--- src/rtl/noc_packetizer_pkg.sv ---
// rtl/noc_packetizer_pkg.sv - shared NoC flit types and header construction helper
package noc_types;

  localparam int X_W        = 4;
  localparam int Y_W        = 4;
  localparam int DATA_W     = 32;
  localparam int TAIL_LEN_W = 4;
  localparam int TAG_W      = 8;
  localparam int RSVD_W     = DATA_W - X_W - Y_W - TAIL_LEN_W - TAG_W;

  // Largest payload a header can describe; default packet length limit.
  localparam int MAX_PKT_LEN = (1 << TAIL_LEN_W) - 1;

  // NONE marks an empty output slot (reset value); never sent as valid.
  typedef enum logic [1:0] {
    NONE   = 2'd0,
    HEADER = 2'd1,
    BODY   = 2'd2,
    TAIL   = 2'd3
  } flit_type_e;

  typedef struct packed {
    logic [X_W-1:0] x;
    logic [Y_W-1:0] y;
  } addr_t;

  // Header payload layout, MSB first: dst.x, dst.y, tail_length, tag, reserved.
  typedef struct packed {
    addr_t                 dst;
    logic [TAIL_LEN_W-1:0] tail_length;
    logic [TAG_W-1:0]      tag;
    logic [RSVD_W-1:0]     rsvd;
  } flit_hdr_info;

  typedef struct packed {
    flit_type_e        ftype;
    logic [DATA_W-1:0] data;
  } flit_t;

endpackage

package noc_functions;

  import noc_types::*;

  // Every header flit in the NoC is assembled here so the layout lives in one place.
  function automatic flit_t build_header_info(
    input logic [X_W-1:0]        x,
    input logic [Y_W-1:0]        y,
    input logic [TAIL_LEN_W-1:0] len,
    input logic [TAG_W-1:0]      tag
  );
    flit_hdr_info info;
    flit_t        f;
    info             = '0;
    info.dst.x       = x;
    info.dst.y       = y;
    info.tail_length = len;
    info.tag         = tag;
    f.ftype          = HEADER;
    f.data           = info;
    return f;
  endfunction

endpackage

--- src/rtl/noc_packetizer.sv ---
// rtl/noc_packetizer.sv - wormhole packet injection stage; optional counters via NOC_PACKETIZER_STATS_EN
module noc_packetizer
  import noc_types::*;
#(
  parameter int MAX_LEN = MAX_PKT_LEN,
  parameter int LEN_W   = $clog2(MAX_LEN + 1)
) (
  input  logic              clk,
  input  logic              rst,
  input  logic              cmd_valid,
  output logic              cmd_ready,
  input  addr_t             cmd_dst,
  input  logic [LEN_W-1:0]  cmd_len,
  input  logic              in_valid,
  output logic              in_ready,
  input  logic [DATA_W-1:0] in_data,
  output logic              out_valid,
  input  logic              out_ready,
  output flit_t             out_flit
`ifdef NOC_PACKETIZER_STATS_EN
  ,
  output logic [31:0]       pkt_count,
  output logic [31:0]       flit_count
`endif
);

  typedef enum logic {
    S_IDLE    = 1'b0,
    S_PAYLOAD = 1'b1
  } state_e;

  state_e           state_q, state_d;
  logic [LEN_W-1:0] rem_q, rem_d;
  logic             out_valid_q, out_valid_d;
  flit_t            out_flit_q, out_flit_d;
  logic             slot_free;

  // Next state: one output slot, reloaded only when empty or being drained this cycle.
  always_comb begin
    state_d     = state_q;
    rem_d       = rem_q;
    out_valid_d = out_valid_q && !out_ready;
    out_flit_d  = out_flit_q;
    cmd_ready   = 1'b0;
    in_ready    = 1'b0;
    slot_free   = !out_valid_q || out_ready;

    case (state_q)
      S_IDLE: begin
        cmd_ready = slot_free && !rst;
        if (cmd_valid && cmd_ready) begin
          out_flit_d  = noc_functions::build_header_info(cmd_dst.x, cmd_dst.y,
                                                         TAIL_LEN_W'(cmd_len), '0);
          out_valid_d = 1'b1;
          rem_d       = cmd_len;
          // A zero-length command is a header-only packet; stay ready for the next one.
          if (cmd_len != '0) begin
            state_d = S_PAYLOAD;
          end
        end
      end
      S_PAYLOAD: begin
        in_ready = slot_free && !rst;
        if (in_valid && in_ready) begin
          out_flit_d.ftype = (rem_q > LEN_W'(1)) ? BODY : TAIL;
          out_flit_d.data  = in_data;
          out_valid_d      = 1'b1;
          rem_d            = rem_q - LEN_W'(1);
          if (rem_q == LEN_W'(1)) begin
            state_d = S_IDLE;
          end
        end
      end
      default: begin
        state_d = S_IDLE;
      end
    endcase
  end

  // State, remaining-word counter and output slot registers.
  always_ff @(posedge clk) begin
    if (rst) begin
      state_q     <= S_IDLE;
      rem_q       <= '0;
      out_valid_q <= 1'b0;
      out_flit_q  <= '0;
    end else begin
      state_q     <= state_d;
      rem_q       <= rem_d;
      out_valid_q <= out_valid_d;
      out_flit_q  <= out_flit_d;
    end
  end

  assign out_valid = out_valid_q;
  assign out_flit  = out_flit_q;

`ifdef NOC_PACKETIZER_STATS_EN
  logic [31:0] pkt_count_q, flit_count_q;

  // Count packets (by their header) and flits as they leave on the output handshake.
  always_ff @(posedge clk) begin
    if (rst) begin
      pkt_count_q  <= '0;
      flit_count_q <= '0;
    end else if (out_valid_q && out_ready) begin
      flit_count_q <= flit_count_q + 32'd1;
      if (out_flit_q.ftype == HEADER) begin
        pkt_count_q <= pkt_count_q + 32'd1;
      end
    end
  end

  assign pkt_count  = pkt_count_q;
  assign flit_count = flit_count_q;
`endif

endmodule

--- config.mk ---
export PLATFORM = sky130hd
export DESIGN_NAME = noc_packetizer
export DESIGN_NICKNAME = d
export VERILOG_FILES = /design/src/rtl/noc_packetizer_pkg.sv /design/src/rtl/noc_packetizer.sv
export SDC_FILE = /design/constraint.sdc
export NUM_CORES = 1
export LEC_CHECK = 0
export BUFFER_PORTS_ARGS = -buffer_cell sky130_fd_sc_hd__buf_4
export CAP_MARGIN = 10
export CORE_ASPECT_RATIO = 1.25
export CORE_MARGIN = 1
export CORE_UTILIZATION = 45
export CTS_CLUSTER_SIZE = 8
export DETAILED_ROUTE_END_ITERATION = 6
export PLACE_DENSITY = 0.93
export RECOVER_POWER = 50
export SLEW_MARGIN = 25
export SYNTH_ARGS = -nofsm -noshare
export SYNTH_HDL_FRONTEND = slang
export SYNTH_SLANG_ARGS = --single-unit
--- constraint.sdc ---
create_clock -name clk -period 3.8 [get_ports clk]
set_input_delay 0.57 -clock clk [delete_from_list [all_inputs] [get_ports clk]]
set_output_delay 0.57 -clock clk [all_outputs]
set_load 0.05 [all_outputs]
==> impl_results.md, run 1 <==
- Die Y: about 70 µm
- IO Port Bufs: 85
- Min-Delay Endpoint: out_flit[16]$_SDFFE_PP0P_
- Worst Skew: 0.004208 ns
- Yosys warnings: 0
- Max cap viols: 0
- Post-synth cell types: 28
- Tightest Pin Transition: 0.9857 ns
- R2R Path Start: state_q$_SDFF_PP0_
- Worst Hold Depth: 1
- Post-cts sizing count: 0
- Cell area after synthesis: 1582 µm²
- Antenna-violating nets left: 0
- Average wire per cell in the routed design: 14.99 µm
- Routed WL: ~4000 µm
- Crit Path Class: reg -> out
- Final Cycle Share: 0.7608
- Root Buffer: clkbuf_8
- Slew HR: 0.3420
- Crit. End Element: output port
- Largest net degree at the start of global routing: 37
- Critical path arrival: 2.32 ns
- Hold Path Origin: out_flit[16]$_SDFFE_PP0P_
- Syn Nets: 204
- RSZ-0062 raised after global routing: no
- Antenna violations before repair: 0
- # hold bufs at CTS: 0
- N_diodes: 0
- Final RePlAce weighted congestion: 0.7813
- Aggregate global routing overflow: 0
- Drc violations: 0
- Setup_tns: 0 ns
- Clk slew on worst S/H paths: 0.07 ns
- Die Span X: ~55 µm
- Synth Flop Type: dfxtp_1
- Reg2reg end: out_flit[14]$_SDFFE_PP0P_
- Die area: 3757 µm²
- Leakage: 0.9201 nW
- PwrDens: roughly 480 nW/µm²
- Commonest non-fill, non-tap cell in the layout: buf_4
- FFs w/ async S/R, synth: 0
- Num CTS Buffers: 5
- Rows: 23
- Sequential-to-total area share from yosys stat: 0.5063
- Fin crit period: 2.891 ns
- CTS tree: done
- Drt first pass iters: 4
- Max VDD drop: 0.3545 mV
- Reg2Reg Depth: 4
- CP peak stage delay: around 0.98 ns
- Initial core utilization: 0.4821
- Final Util: 0.6785
- Final Hold Fails: 0
- Status: finished, final reports clean
- Crit path cell chain: clkinv_1 > nor3_1 > buf_4
- Data required, critical path: roughly 3.2 ns
- Max Slew Vio Count: 0
- Layout area overhead: 40.74%
- Share of cells above drive strength 1: 0.2700
- H-tree levels: 2
- CP startpoint kind: register
- Commonest cells after routing, fill and taps aside: 52 x buf_4, 40 x dfxtp_1, 36 x clkbuf_1, 22 x nor2_1, 20 x a22o_1
- Tot Pwr: 1.066 mW
- Via count: 1483
- Clk Latency, worst-skew pair: approximately 0.29 ns
- R2R setup slack: 1.30 ns
- Post-CTS Setup Bufs: 0
- Seq cells post-synth: 40
- Dpl hpwl: 2887 µm
- Number of synthesized flops with an enable pin: 0
- Top-Level Pins: 86
- Max Clk Rate: 345.9 MHz
- First DRT Iteration DRCs: 32
- Max clock buf depth: 2
- Core area: 3281 µm²
- Layout Nets: 287
- Vias in the first global route: 1364
- Syn_area_per_cell: about 10 µm²
- Worst Path Max Fanout: 20
- Final setup vio count: 0
- GRT Overall Usage: 0.2308
- Slowest cell on crit path: dfxtp_1
- Clock sinks: 40
- Hold Crit Class: reg -> reg
- Vias per cell: 5.412
- Cells after synthesis: roughly 150
- First-pass GRT wire length: 6106 µm
critical path: cells and delay by family (launching register included):
kind                   cells  cell delay (ns)
buffers and inverters      2             0.75
flip-flops                 1             0.98
AND/OR/NAND/NOR            1             0.30
routing by layer:
layer / vias to the layer above / track usage / wire length (µm)
li1: 736 / - / -
met1: 685 / 0.2714 / 1664
met2: 54 / 0.3735 / 2141
met3: 8 / 0.06667 / 220
met4: 0 / 0.1156 / 79
met5: - / 0 / 0
power by group:
part	total, mW	switching (mW)	leakage [nW]	internal [mW]
Clock	0.370	0.139	0.0645	0.232
Combinational	0.228	0.147	0.528	0.0815
Sequential	0.467	0.0220	0.327	0.445
worst max path at each step:
stage                        from   endpoint  cells past startpoint
2_1_floorplan                 rst  cmd_ready                      3
3_3_place_gp   state_q$_SDFF_PP0_   in_ready                      3
3_5_place_dp   state_q$_SDFF_PP0_   in_ready                      3
4_1_cts        state_q$_SDFF_PP0_   in_ready                      3
5_1_grt        state_q$_SDFF_PP0_   in_ready                      3
6_report       state_q$_SDFF_PP0_   in_ready                      3
layout make-up:
| class | instances | area [µm²] |
|---|---|---|
| clock buffers | 7 | 96.34 |
| clock inverters | 1 | 30.03 |
| inverters | 4 | 15.01 |
| repair buffers | 88 | 525.5 |
| multi-input cells | 97 | 711.9 |
| fillers | 289 | 1055 |
| flip-flops and latches | 40 | 800.8 |
| well taps | 37 | 46.29 |
cells in the mapped netlist (2+ instances only):
| cell type | number | area share |
|---|---|---|
| buf_4 | 2 | 0.0095 |
| nor2_1 | 22 | 0.052 |
| clkbuf_1 | 5 | 0.012 |
| a31oi_1 | 3 | 0.012 |
| nand2_1 | 2 | 0.0047 |
| inv_1 | 3 | 0.0071 |
| mux2i_1 | 14 | 0.089 |
| nor3_1 | 4 | 0.013 |
| a211oi_2 | 2 | 0.016 |
| ha_1 | 2 | 0.016 |
| a21oi_1 | 2 | 0.0063 |
| buf_2 | 5 | 0.016 |
| a22o_1 | 20 | 0.11 |
| a211oi_1 | 14 | 0.066 |
| dfxtp_1 | 40 | 0.51 |
sequential cells by signal, indices dropped and copies added, names as in the netlist:
register,flops
out_flit,34
rem_q,4
state_q,1
out_valid,1
logic make-up (layout without fill, tap and decap cells):
family | Yosys count | in the layout | share of synthesized area
DFF | 40 | 40 | 0.5063
buffers and inverters | 16 | 100 | 0.04667
and+or+nand+nor | 36 | 36 | 0.1100
adders and majority gates | 2 | 2 | 0.01582
AOI/OAI and AO/OA | 44 | 44 | 0.2255
muxes | 15 | 15 | 0.09572
per-stage QoR:
step / instance area (µm²) / instances / hold slack (ns) / setup WS (ns)
after floorplan: 1582 / 153 / 0.5182 / 1.141
after global placement: 2235 / 266 / 0.4573 / 1.329
after detailed placement: 2235 / 266 / 0.4554 / 1.308
after CTS: 2361 / 274 / 0.4812 / 0.9626
after global routing: 2226 / 274 / 0.4792 / 0.7721
final: 2226 / 274 / 0.4753 / 0.9090
Power figures use the tool's default switching activity.
==> inputs of run 2 (changes only) <==
Settings changed: ABC_AREA from default to 1, PLACE_DENSITY 0.93 to 0.89.
Clock period 3.8 ns to 3 ns, I/O delays scaled along.
==> run 2 against run 1 <==
  * Register-to-register slack lost 0.51 ns
  * Worst hold slack got worse by 0.025 ns
  * Synthesized cell count increased by 75%
  * First-iteration DRC count grew to 3.3 times the previous value
  * Power up 14%
  * Cell area is 11% higher
  * Routed wire length up 23%
  * Critical path depth grew 2
  * Clock-buffer cell count is 1 lower
  * Non-clock buffer count rose by 2
  * Critical endpoint is now out_flit[24]$_SDFFE_PP0P_
==> impl_results.md, run 2 <==
- Final setup vio count: 0
- Tightest Pin Transition: 1.159 ns
- Layout Nets: 394
- Root Buffer: clkbuf_8
- RSZ-0062 raised after global routing: no
- Final RePlAce weighted congestion: 0.8395
- Hold Crit Class: in -> reg
- H-tree levels: 2
- Initial core utilization: 0.4708
- Cells after synthesis: around 270
- Syn_area_per_cell: 7.143 µm²
- Worst Skew: 0.005192 ns
- Clk slew on worst S/H paths: 0.07 ns
- CTS tree: done
- First-pass GRT wire length: slightly below 8000 µm
- Share of cells above drive strength 1: 0.1837
- Yosys warnings: 0
- IO Port Bufs: 85
- Top area cells in the synthesized netlist: dfxtp_1 42%, nand2_1 12%, nor2_1 7.8%
- Top post-synthesis cells by count: 60 x nand2_1, 40 x dfxtp_1, 40 x nor2_1
- Post-cts sizing count: 0
- Leakage: 1.106 nW
- Die area: 4520 µm²
- Clock sinks: 40
- Seq cells post-synth: 40
- Top-area cell type share of the netlist area: 0.4183
- Dpl hpwl: 3563 µm
- Drt first pass iters: 5
- Sequential-to-total area share from yosys stat: 0.4183
- Largest area contributor in the netlist: dfxtp_1
- Slew HR: 0.2273
- Routed WL: 5053 µm
- Cell area after synthesis: 1914 µm²
- Critical path arrival: roughly 2.4 ns
- Hold Path Origin: in_data[19]
- FFs w/ async S/R, synth: 0
- Vias in the first global route: 1869
- Die Y: 74.92 µm
- Max VDD drop: about 0.34 mV
- Tot Pwr: roughly 1.2 mW
- Top-Level Pins: 86
- Placed Cells: 392
- Final Hold Fails: 0
- Synth Flop Type: dfxtp_1
- Worst Hold Depth: 3
- N_diodes: 0
- Crit. End Element: register
- Largest net degree at the start of global routing: 28
- Max clock buf depth: 2
- Vias per cell: 5.261
- Status: finished, final reports clean
- Crit Path Class: reg -> reg
- Cell with the most instances after synthesis: nand2_1
- Number of synthesized flops with an enable pin: 0
- GRT Overall Usage: 0.2254
- Final Cycle Share: 0.7383
- Max FFs per register: 34
- PwrDens: 491.8 nW/µm²
- Syn Nets: 319
- Antenna violations before repair: 0
- Commonest cells after routing, fill and taps aside: 60 x nand2_1, 54 x buf_4, 40 x nor2_1, 40 x dfxtp_1, 37 x clkbuf_1
- Num CTS Buffers: 5
- Core area: between 4000 and 5000 µm²
- Worst Path Max Fanout: 20
- # hold bufs at CTS: 0
- R2R setup slack: a little under 0.8 ns
- Post-synth cell types: 18
- Max Clk Rate: 451.5 MHz
- Commonest non-fill, non-tap cell in the layout: nand2_1
- First DRT Iteration DRCs: about 100
- CP startpoint kind: register
- Data required, critical path: 3.17 ns
- Reg2Reg Depth: 5
- Post-CTS Setup Bufs: 0
- Setup_tns: 0 ns
- Max cap viols: 0
- Aggregate global routing overflow: 0
- Drc violations: 0
- Max Slew Vio Count: 0
- Reg2reg end: out_flit[24]$_SDFFE_PP0P_
- Rows: 26
- Fin crit period: 2.215 ns
- Post-route insts no fill: around 400
- Layout area overhead: 28.56%
- R2R Path Start: state_q$_SDFF_PP0_
- Via count: 2099
- Die Span X: 60.34 µm
- Clk Latency, worst-skew pair: 0.28 ns
- Antenna-violating nets left: 0
- Min-Delay Endpoint: out_flit[19]$_SDFFE_PP0P_
- Average wire per cell in the routed design: 12.66 µm
==> run 2: layer usage <==
layer / global-route usage / share of wire / vias to the layer above / routed length [µm]
met4: 0.08527 / 0.012 / 0 / 62
met2: 0.4322 / 0.54 / 91 / 2729
met5: 0 / 0 / - / 0
met1: 0.2425 / 0.38 / 961 / 1920
li1: - / - / 1039 / -
met3: 0.03265 / 0.067 / 8 / 341
==> run 2: logic make-up (layout without fill, tap and decap cells) <==
logic type	Yosys count	count (layout)	share of synthesized area
AOI/OAI and AO/OA	28	28	0.07321
xor gates and xnor gates	1	1	0.004576
adders and majority gates	2	2	0.01307
buffers and inverters	33	108	0.09347
DFF	40	40	0.4183
and+or+nand+nor	164	164	0.3974
==> run 2: stage by stage <==
| stage | setup WS (ns) | util | instance area [µm²] | hold WS, ns |
|---|---|---|---|---|
| floorplan | 0.7649 | - | 1914 | 0.5191 |
| global placement | 0.8976 | 0.6209 | 2525 | 0.4710 |
| detailed placement | 0.8344 | 0.6209 | 2525 | 0.4759 |
| CTS | 1.113 | 0.6400 | 2603 | 0.4453 |
| global route | 0.5911 | 0.6052 | 2461 | 0.4565 |
| finish | 0.7851 | 0.6052 | 2461 | 0.4505 |
==> run 2: worst max-delay path by stage <==
stage                                    start                         to  slack [ns]  depth (start not counted)
after global placement                     rst  out_flit[32]$_SDFFE_PP0P_        0.90                          6
after detailed placement                   rst  out_flit[31]$_SDFFE_PP0P_        0.83                          7
after global routing        state_q$_SDFF_PP0_  out_flit[24]$_SDFFE_PP0P_        0.59                          5
after floorplan           out_valid$_SDFF_PP0_                  cmd_ready        0.76                          6
after CTS                                  rst  out_flit[24]$_SDFFE_PP0P_        1.11                          7
final                       state_q$_SDFF_PP0_  out_flit[24]$_SDFFE_PP0P_        0.79                          5
==> run 2: cell type report <==
type	instances	area, µm²
clock buffers	6	72.57
clock inverters	1	5.005
fillers	409	1605
inverters	11	43.79
multi-input cells	195	928.4
flip-flops and latches	40	800.8
well taps	56	70.07
repair buffers	90	540.5
==> run 2: report_power, final <==
part	internal, mW	total (mW)	switching (mW)
registers	0.559	0.577	0.0183
clock network	0.158	0.325	0.167
logic	0.103	0.308	0.205
total	0.820	1.21	0.390
==> run 2: critical path, cell delays in order, from the launching register on <==
cell and delay, ns:
dfxtp_1 0.60, nand4_1 0.74, nand2_1 0.38, inv_2 0.18, nor2_1 0.13, nor2_1 0.07
